<file path="src/rtl/aes_pkg.sv">
// Shared types and sizes for the AES input block packer.
package aes_pkg;

  localparam int AES_BLOCK_BYTES = 16;
  localparam int AES_BYTE_BITS   = 8;
  localparam int AES_BLOCK_BITS  = AES_BLOCK_BYTES * AES_BYTE_BITS;

  typedef enum logic {
    FILL = 1'b0,
    HOLD = 1'b1
  } packer_state_t;

endpackage

</file>
<file path="src/rtl/flex_full_counter.sv">
// Free-running up counter with synchronous clear; wraps at its full width.
module flex_full_counter #(
  parameter int NUM_CNT_BITS = 4
) (
  input  logic                    clk,
  input  logic                    n_rst,
  input  logic                    clear,
  input  logic                    count_enable,
  output logic [NUM_CNT_BITS-1:0] count_out
);

  logic [NUM_CNT_BITS-1:0] r_count;

  always_ff @(posedge clk or negedge n_rst) begin
    if (!n_rst) begin
      r_count <= '0;
    end else if (clear) begin
      r_count <= '0;
    end else if (count_enable) begin
      r_count <= r_count + 1'b1;
    end
  end

  assign count_out = r_count;

endmodule

</file>
<file path="src/rtl/aes_block_packer.sv">
// Packs show-ahead FIFO bytes into 128-bit AES blocks; flush zero-pads and tags the final block.
// Block handshake: block_valid stays high with block_data/last/pad_len stable until the cycle block_ready is also high.
module aes_block_packer
  import aes_pkg::*;
#(
  parameter  int NUMBITS    = AES_BYTE_BITS,
  parameter  int BLOCKBYTES = AES_BLOCK_BYTES,
  localparam int PADW       = $clog2(BLOCKBYTES) + 1,
  localparam int IDXW       = $clog2(BLOCKBYTES)
) (
  input  logic                          clk,
  input  logic                          n_rst,
  input  logic                          fifo_empty,
  input  logic [NUMBITS-1:0]            fifo_r_data,
  output logic                          fifo_r_enable,
  input  logic                          flush,
  output logic [NUMBITS*BLOCKBYTES-1:0] block_data,
  output logic                          block_valid,
  input  logic                          block_ready,
  output logic                          block_last,
  output logic [PADW-1:0]               pad_len,
  output logic [15:0]                   blk_count,
  output packer_state_t                 dbg_state
);

  packer_state_t                 r_state;
  packer_state_t                 w_next_state;
  logic [IDXW-1:0]               w_byte_idx;
  logic                          w_pop;
  logic                          w_last_byte;
  logic                          w_flush_go;
  logic                          w_handoff;
  logic [PADW-1:0]               w_pad_fill;
  logic [NUMBITS*BLOCKBYTES-1:0] r_block_data;
  logic                          r_block_valid;
  logic                          r_block_last;
  logic [PADW-1:0]               r_pad_len;
  logic [15:0]                   r_blk_count;
  logic                          r_flush_pending;

  flex_full_counter #(
    .NUM_CNT_BITS (IDXW)
  ) u_byte_idx (
    .clk          (clk),
    .n_rst        (n_rst),
    .clear        (w_handoff),
    .count_enable (w_pop),
    .count_out    (w_byte_idx)
  );

  always_ff @(posedge clk or negedge n_rst) begin
    if (!n_rst) begin
      r_state <= FILL;
    end else begin
      r_state <= w_next_state;
    end
  end

  always_comb begin
    w_next_state = r_state;
    unique case (r_state)
      FILL:    if (w_last_byte || w_flush_go) w_next_state = HOLD;
      HOLD:    if (block_ready) w_next_state = FILL;
      default: w_next_state = FILL;
    endcase
  end

  always_comb begin
    w_pop      = 1'b0;
    w_flush_go = 1'b0;
    w_handoff  = 1'b0;
    unique case (r_state)
      FILL: begin
        w_pop      = !fifo_empty;
        w_flush_go = fifo_empty && r_flush_pending;
      end
      HOLD:    w_handoff = block_ready;
      default: w_pop     = 1'b0;
    endcase
  end

  assign w_last_byte = w_pop && (w_byte_idx == IDXW'(BLOCKBYTES - 1));
  assign w_pad_fill  = PADW'(BLOCKBYTES) - {1'b0, w_byte_idx};

  // Slots left unwritten stay zero because the block clears on every handoff.
  always_ff @(posedge clk or negedge n_rst) begin
    if (!n_rst) begin
      r_block_data <= '0;
    end else if (w_handoff) begin
      r_block_data <= '0;
    end else if (w_pop) begin
      for (int i = 0; i < BLOCKBYTES; i++) begin
        if (w_byte_idx == IDXW'(i)) begin
          r_block_data[(BLOCKBYTES-1-i)*NUMBITS +: NUMBITS] <= fifo_r_data;
        end
      end
    end
  end

  always_ff @(posedge clk or negedge n_rst) begin
    if (!n_rst) begin
      r_block_valid   <= 1'b0;
      r_block_last    <= 1'b0;
      r_pad_len       <= '0;
      r_blk_count     <= '0;
      r_flush_pending <= 1'b0;
    end else begin
      r_block_valid <= (w_next_state == HOLD);
      if (w_flush_go) begin
        r_block_last <= 1'b1;
        r_pad_len    <= w_pad_fill;
      end else if (w_last_byte || w_handoff) begin
        r_block_last <= 1'b0;
        r_pad_len    <= '0;
      end
      // A flush seen while the flag is already set (or being consumed) is absorbed.
      if (w_flush_go) begin
        r_flush_pending <= 1'b0;
      end else if (flush) begin
        r_flush_pending <= 1'b1;
      end
      if (w_handoff) begin
        r_blk_count <= r_blk_count + 16'd1;
      end
    end
  end

  assign fifo_r_enable = w_pop;
  assign block_data    = r_block_data;
  assign block_valid   = r_block_valid;
  assign block_last    = r_block_last;
  assign pad_len       = r_pad_len;
  assign blk_count     = r_blk_count;
  assign dbg_state     = r_state;

endmodule

</file>
<file path="config.mk">
export PLATFORM = sky130hd
export DESIGN_NAME = aes_block_packer
export DESIGN_NICKNAME = d
export VERILOG_FILES = /design/src/rtl/aes_pkg.sv /design/src/rtl/flex_full_counter.sv /design/src/rtl/aes_block_packer.sv
export SDC_FILE = /design/constraint.sdc
export NUM_CORES = 1
export LEC_CHECK = 0
export ABC_AREA = 1
export CAP_MARGIN = 10
export CORE_MARGIN = 5
export CORE_UTILIZATION = 48
export CTS_CLUSTER_SIZE = 24
export DETAILED_ROUTE_END_ITERATION = 8
export GPL_ROUTABILITY_DRIVEN = 0
export PLACE_DENSITY = 0.79
export SETUP_SLACK_MARGIN = 0.02
export SYNTH_ARGS = -nofsm -noshare
export SYNTH_HDL_FRONTEND = slang
export SYNTH_SLANG_ARGS = --single-unit
</file>
<file path="constraint.sdc">
create_clock -name clk -period 2.4 [get_ports clk]
set_clock_uncertainty 0.2 [all_clocks]
set_input_delay 0.72 -clock clk [delete_from_list [all_inputs] [get_ports clk]]
set_output_delay 0.72 -clock clk [all_outputs]
set_load 0.01 [all_outputs]
</file>
==> metrics.csv, run 1 <==
stage,metric,value,unit
clock_network,cts hold-fix bufs,0,
sta,Final Hold Slack,0.00716,ns
clock_network,CTS Sinks,156,
sta,unrepaired setup endpoints after global routing,no,
critical_path,r2r startpoint,u_byte_idx.count_out[0]$_DFFE_PN0P_,
synth,cell count after synthesis,620,
power,Pleak,0.00401,µW
job,MaxCap Viol Count,0,
critical_path,Worst path depth,1,
drt,DRT Wirelength,18500,µm
critical_path,crit path cell chain,clkdlybuf4s50_1,
critical_path,WP data required,1.48,ns
synth,most frequent cells after synthesis,"dfrtp_1, o21ai_0, nand3_1, nand2_1, buf_2",
drt,remaining antenna violation count,0,
clock_network,Inserted Clock Buffers,17,
sta,Slew headroom,57.4,%
status,status,"complete, no violations",
critical_path,Worst EP arrival,1.43,ns
sta,final-report max-slew violation count,0,
clock_network,CTS tree,done,
power,PD cells,1150,nW/µm²
synth,syn nets,638,
drt,TritonRoute pass-1 iters,5,
synth,YS warnings,0,
synth,top_reg_cell synth,dfrtp_1,
synth,"Seq/Total Area, Yosys",63.2,%
synth,XOR/XNOR Fraction of Synth Area,1.42,%
sta,final setup fails,0,
grt,GR Overflow Total,0,
drt,DRC marker count from the first detailed-route iteration,434,
placement,Post-DP HPWL,12600,µm
sta,"Hold Vio Cnt, Final",0,
cells_and_area,# diodes,0,
sta,fmax,0.425,GHz
clock_network,Skew-Pair Late Insertion Delay,0.42,ns
critical_path,critical path endpoint category,primary output,
grt,initial antenna violation count,0,
critical_path,"delay-heaviest family, CP",buffers and inverters,
die,die width,123,µm
die,die height,123,µm
synth,Syn Area/Cell,9.97,µm²
synth,largest cells by area after synthesis,"dfrtp_1, o21ai_0, nand3_1",
cells_and_area,area grow syn2layout,44.8,%
drt,WL per Instance,18.6,µm
synth,Synth area leader,dfrtp_1,
synth,"FF+latch count, synth",156,
grt,largest net degree at the start of global routing,44,
critical_path,slowest library cell on the worst path,clkdlybuf4s50_1,
cells_and_area,Layout Nets,828,
critical_path,critical path class,register to primary output,
grt,vias in the first global route,5422,
power,Peak supply drop,0.000859,V
synth,post-synthesis simple-gate area fraction,18.2,%
synth,Mapped Area,6180,µm²
critical_path,WP buf/inv,1,
die,die outline area,15200,µm²
critical_path,worst r2r dst,block_data[124]$_DFFE_PN0P_,
synth,area share of the leading cell type in the synthesized netlist,63.2,%
critical_path,crit path to,blk_count[6],
drt,DRC viols,0,
sta,Setup Total Neg Slack,0,ns
critical_path,critical-path maximum fanout,4,
die,row cnt,41,
synth,asr flop ratio synth,100,%
placement,Port Buffers,165,
min_path,Hold WC Path Type,input pin to asynchronous set/reset pin,
synth,most common cell in the netlist,dfrtp_1,
sta,fin crit share,97.9,%
clock_network,H-tree levels,4,
critical_path,reg2reg setup slack,0.26,ns
synth,adder-cell share of the synthesized area,1.01,%
synth,Synth Area in Compound Gates,11.8,%
critical_path,FF-to-FF path depth,7,
die,Initial Util,49.0,%
critical_path,CP peak stage delay,0.59,ns
die,I/O pin count,166,
clock_network,"Clk pin slew, worst setup/hold paths",0.06,ns
grt,GRT Util Overall,25.2,%
die,Core ar.,12600,µm²
drt,vias,5365,
sta,Least-Margin Pin Slew,0.639,ns
sta,fin crit period,2.35,ns
critical_path,Crit. Startpoint,blk_count[6]$_DFFE_PN0P_,
critical_path,Worst Setup Start Kind,register,
synth,mux share of post-synthesis cell area,0,%
clock_network,clock root cell,clkbuf_16,
synth,Post-synth EDFFs,0,
synth,main combinational cell family by area after synthesis,simple AND/OR/NAND/NOR gates,
cells_and_area,ratio of cells with drive above 1 in the final layout,12.0,%
synth,Netlist cell types,28,
clock_network,CTS max path bufs,2,
grt,first-pass GRT wire length,29000,µm
drt,Vias/cell,5.39,
## metrics by stage
step	area [µm²]	power, µW	setup WS [ns]	instances	utilization [%]
5_1_grt	8950	10800	0.0178	995	70.9
3_5_place_dp	8330	7550	-0.424	962	66.0
2_1_floorplan	6180	5370	0.458	620	-
6_report	8950	10300	0.0495	995	70.9
3_3_place_gp	8330	7430	-0.428	962	66.0
4_1_cts	8940	10300	0.0227	994	70.8
## kinds of logic (layout without fill, tap and decap cells)
| logic type | after synthesis | in the layout |
|---|---|---|
| xor gates and xnor gates | 10 | 10 |
| AOI/OAI and AO/OA | 140 | 140 |
| DFF | 156 | 156 |
| and+or+nand+nor | 248 | 248 |
| buffers and inverters | 61 | 264 |
| adders and majority gates | 5 | 5 |
## layer usage
metal / share of wire [%] / global-route usage, % / vias up
met5: 0 / 0 / -
met4: 1.4 / 7.75 / 0
met3: 9.6 / 8.69 / 24
met2: 49 / 40.6 / 203
met1: 40 / 32.3 / 2663
li1: - / - / 2475
## layout by cell type (no fill, tap or decap), types with 3 or more instances in the layout
cell type,n
nand4_1,4
clkinv_2,4
nand3_1,109
buf_12,11
nor2_2,6
bufinv_16,3
inv_2,4
inv_1,19
o21ai_1,11
dfrtp_1,153
nor2_1,17
xor2_1,4
buf_4,32
nand2_1,105
dfrtp_2,3
ha_1,5
clkbuf_16,17
clkdlybuf4s50_1,160
xnor2_1,6
o21ai_0,122
## where the power goes
part	switching (µW)	total [µW]	internal, µW
sequential	557	3930	3370
clock	1040	2720	1680
combinational	1820	3640	1820
## registers in the layout (all words and copies together), names as in the netlist
| register | cells |
|---|---|
| block_data | 128 |
| block_valid | 1 |
| pad_len | 5 |
| r_flush_pending | 1 |
| block_last | 1 |
| u_byte_idx.count_out | 4 |
| blk_count | 16 |
## worst min-delay path by stage
stage | endpoint | slack (ns)
finish | block_data[58]$_DFFE_PN0P_ | 0.007
global route | block_data[58]$_DFFE_PN0P_ | 0.02
CTS | block_data[58]$_DFFE_PN0P_ | 0.01
detailed placement | block_last$_DFFE_PN0P_ | 0.27
global placement | pad_len[0]$_DFFE_PN0P_ | 0.26
floorplan | blk_count[0]$_DFFE_PN0P_ | 0.22
## area by class of cell
type | instances | area, µm²
Fill cell | 956 | 3670
Tap cell | 172 | 215
Sequential cell | 156 | 3910
Clock inverter | 11 | 143
Clock buffer | 21 | 460
Multi-Input combinational cell | 403 | 2010
Inverter | 24 | 92.6
Timing Repair Buffer | 208 | 2120
## repair_timing
item                       CTS  global route
setup buffers                0             1
cloned                       0             0
setup endpoints to repair    3             7
resized for setup            5             5
(Power assumes the default switching activity.)
==> inputs of run 2 (changes only) <==
Clock period 2.4 ns to 2.3 ns, I/O delays scaled along.
==> metrics.csv, run 2 (same netlist as run 1, synthesis figures left out) <==
stage,metric,value,unit,change
status,status,finished with violations,,
status,failing checks,hold timing,,
sta,Final Hold Slack,-0.00401,ns,-0.0112 ns
placement,Port Buffers,165,,unchanged
cells_and_area,filler cell count,937,,-2.0%
clock_network,"Clk pin slew, worst setup/hold paths",0.06,ns,about the same
cells_and_area,# diodes,0,,unchanged
drt,vias,5317,,-0.89%
die,Core ar.,12600,µm²,unchanged
critical_path,crit path cell chain,clkdlybuf4s50_1,,
die,die width,123,µm,unchanged
drt,Vias/cell,5.35,,-0.70%
critical_path,critical path endpoint category,primary output,,
critical_path,CP peak stage delay,0.56,ns,-0.03 ns
grt,largest net degree at the start of global routing,59,,+34%
clock_network,CTS max path bufs,2,,unchanged
grt,GR Overflow Total,0,,unchanged
clock_network,CTS Sinks,156,,unchanged
sta,fmax,0.446,GHz,
critical_path,"delay-heaviest family, CP",buffers and inverters,,
critical_path,WP data required,1.41,ns,-0.07 ns
drt,DRC viols,0,,unchanged
power,Peak supply drop,0.000867,V,+0.97%
clock_network,H-tree levels,4,,unchanged
grt,initial antenna violation count,0,,unchanged
critical_path,critical path class,register to primary output,,
cells_and_area,most frequent cells in the layout,"dfrtp_1, o21ai_0, clkdlybuf4s50_1",,
cells_and_area,ratio of cells with drive above 1 in the final layout,11.8,%,-0.21 points
critical_path,Crit. Startpoint,block_data[24]$_DFFE_PN0P_,,
cells_and_area,area grow syn2layout,46.4,%,
die,die outline area,15200,µm²,unchanged
grt,met2 Resource Use GR,38.4,%,-2.2 points
grt,routing usage on met3,9.47,%,+0.78 points
cells_and_area,Layout Nets,826,,-0.24%
critical_path,r2r startpoint,u_byte_idx.count_out[0]$_DFFE_PN0P_,,
drt,WL per Instance,18.1,µm,-2.6%
critical_path,WP buf/inv,1,,unchanged
placement,Post-DP HPWL,12400,µm,-2.1%
sta,Least-Margin Pin Slew,0.631,ns,-0.00757 ns
sta,"Hold Vio Cnt, Final",3,,+3
grt,GRT Util Overall,25.0,%,-0.18 points
grt,vias in the first global route,5352,,-1.3%
drt,DRC marker count from the first detailed-route iteration,478,,+10%
drt,remaining antenna violation count,0,,unchanged
clock_network,cts hold-fix bufs,0,,unchanged
sta,Slew headroom,57.9,%,+0.50 points
clock_network,Inserted Clock Buffers,17,,unchanged
cells_and_area,Final Non-Filler Cells,993,,-0.20%
critical_path,Worst Setup Start Kind,register,,
critical_path,Worst EP arrival,1.35,ns,-0.08 ns
power,PD cells,1200,nW/µm²,+4.6%
placement,Cells after DPL,960,,-0.21%
die,die height,123,µm,unchanged
cells_and_area,"most common cell after layout, fill and taps aside",dfrtp_1,,
sta,final-report max-slew violation count,0,,unchanged
clock_network,Skew-Pair Late Insertion Delay,0.43,ns,about the same
critical_path,slowest library cell on the worst path,clkdlybuf4s50_1,,
die,Initial Util,49.0,%,unchanged
grt,"Most Used Layer, Global Route",met2,,
power,Power Total,10900,µW,+5.8%
clock_network,CTS tree,done,,
job,MaxCap Viol Count,0,,unchanged
sta,fin crit share,97.5,%,
grt,first-pass GRT wire length,29100,µm,+0.21%
drt,TritonRoute pass-1 iters,5,,unchanged
die,row cnt,41,,unchanged
power,Pleak,0.00452,µW,+13%
clock_network,clock root cell,clkbuf_16,,
die,I/O pin count,166,,unchanged
critical_path,critical-path maximum fanout,2,,-2
drt,DRT Wirelength,18000,µm,-2.8%
grt,GR Util met1,32.9,%,+0.55 points
cells_and_area,Largest register FFs,128,,unchanged
sta,unrepaired setup endpoints after global routing,no,,
sta,final setup fails,0,,unchanged
min_path,Hold WC Path Type,input pin to asynchronous set/reset pin,,
sta,fin crit period,2.24,ns,
==> run 2: cell count changes in the layout (fill, tap and decap cells not counted), moves of 2 or more <==
cell,change
buf_12,+2
bufinv_16,+2
buf_4,-4
clkdlybuf4s50_1,-44
dlygate4sd2_1,+18
clkinv_4,-2
dlymetal6s2s_1,+26
==> run 2: worst paths after layout <==
check	slack [ns]	endpoint	depth (start not counted)
min in group clk	0.28	pad_len[2]$_DFFE_PN0P_	2
hold / removal	-0.004	block_data[61]$_DFFE_PN0P_	1
setup reg to reg	0.31	block_data[126]$_DFFE_PN0P_	7
hold reg to reg	0.28	pad_len[2]$_DFFE_PN0P_	2
setup / recovery	0.06	block_data[24]	1
max in group asynchronous	1.22	blk_count[10]$_DFFE_PN0P_	2
==> run 2: per-stage QoR <==
| stage | util, % | hold slack, ns | setup slack, ns | cell area, µm² | setup TNS (ns) |
|---|---|---|---|---|---|
| 2_1_floorplan | - | 0.194 | 0.418 | 6180 | 0 |
| 3_3_place_gp | 66.1 | 0.263 | -0.469 | 8340 | -15.35 |
| 3_5_place_dp | 66.1 | 0.262 | -0.464 | 8340 | -17.35 |
| 4_1_cts | 71.1 | 0.000114 | 0.0215 | 8980 | 0 |
| 5_1_grt | 71.7 | 0.0153 | 0.0205 | 9050 | 0 |
| 6_report | 71.7 | -0.00401 | 0.0577 | 9050 | 0 |
==> run 2: repair_timing <==
| action | in CTS | in global routing |
|---|---|---|
| endpoints found under the setup margin | 20 | 32 |
| pin swaps | 0 | 0 |
| resized for setup | 24 | 29 |
| cloned | 0 | 0 |
| setup buffers | 1 | 0 |
==> run 2: routing by layer <==
| metal | wire [µm] | vias to the layer above | share of wire, % |
|---|---|---|---|
| met3 | 1890 | 27 | 11 |
| met5 | 0 | - | 0 |
| met2 | 8540 | 226 | 47 |
| met1 | 7270 | 2593 | 40 |
| li1 | - | 2471 | - |
| met4 | 311 | 0 | 1.7 |
==> run 2: cell type report <==
| cell class | instances | area, µm² | area share [%] |
|---|---|---|---|
| clock buffers | 21 | 460 | 5.09 |
| clock inverters | 11 | 189 | 2.09 |
| inverters | 24 | 92.6 | 1.02 |
| multi-input cells | 403 | 2020 | 22.3 |
| flip-flops and latches | 156 | 3910 | 43.2 |
| well taps | 172 | 215 | 2.38 |
| repair buffers | 206 | 2170 | 24.0 |
==> run 2: power breakdown <==
| group | leakage (µW) | switching [µW] | total (µW) | internal (µW) |
|---|---|---|---|---|
| clock | 0.000313 | 1090 | 3070 | 1980 |
| combinational | 0.00213 | 1910 | 3750 | 1840 |
| sequential | 0.00208 | 545 | 4060 | 3520 |
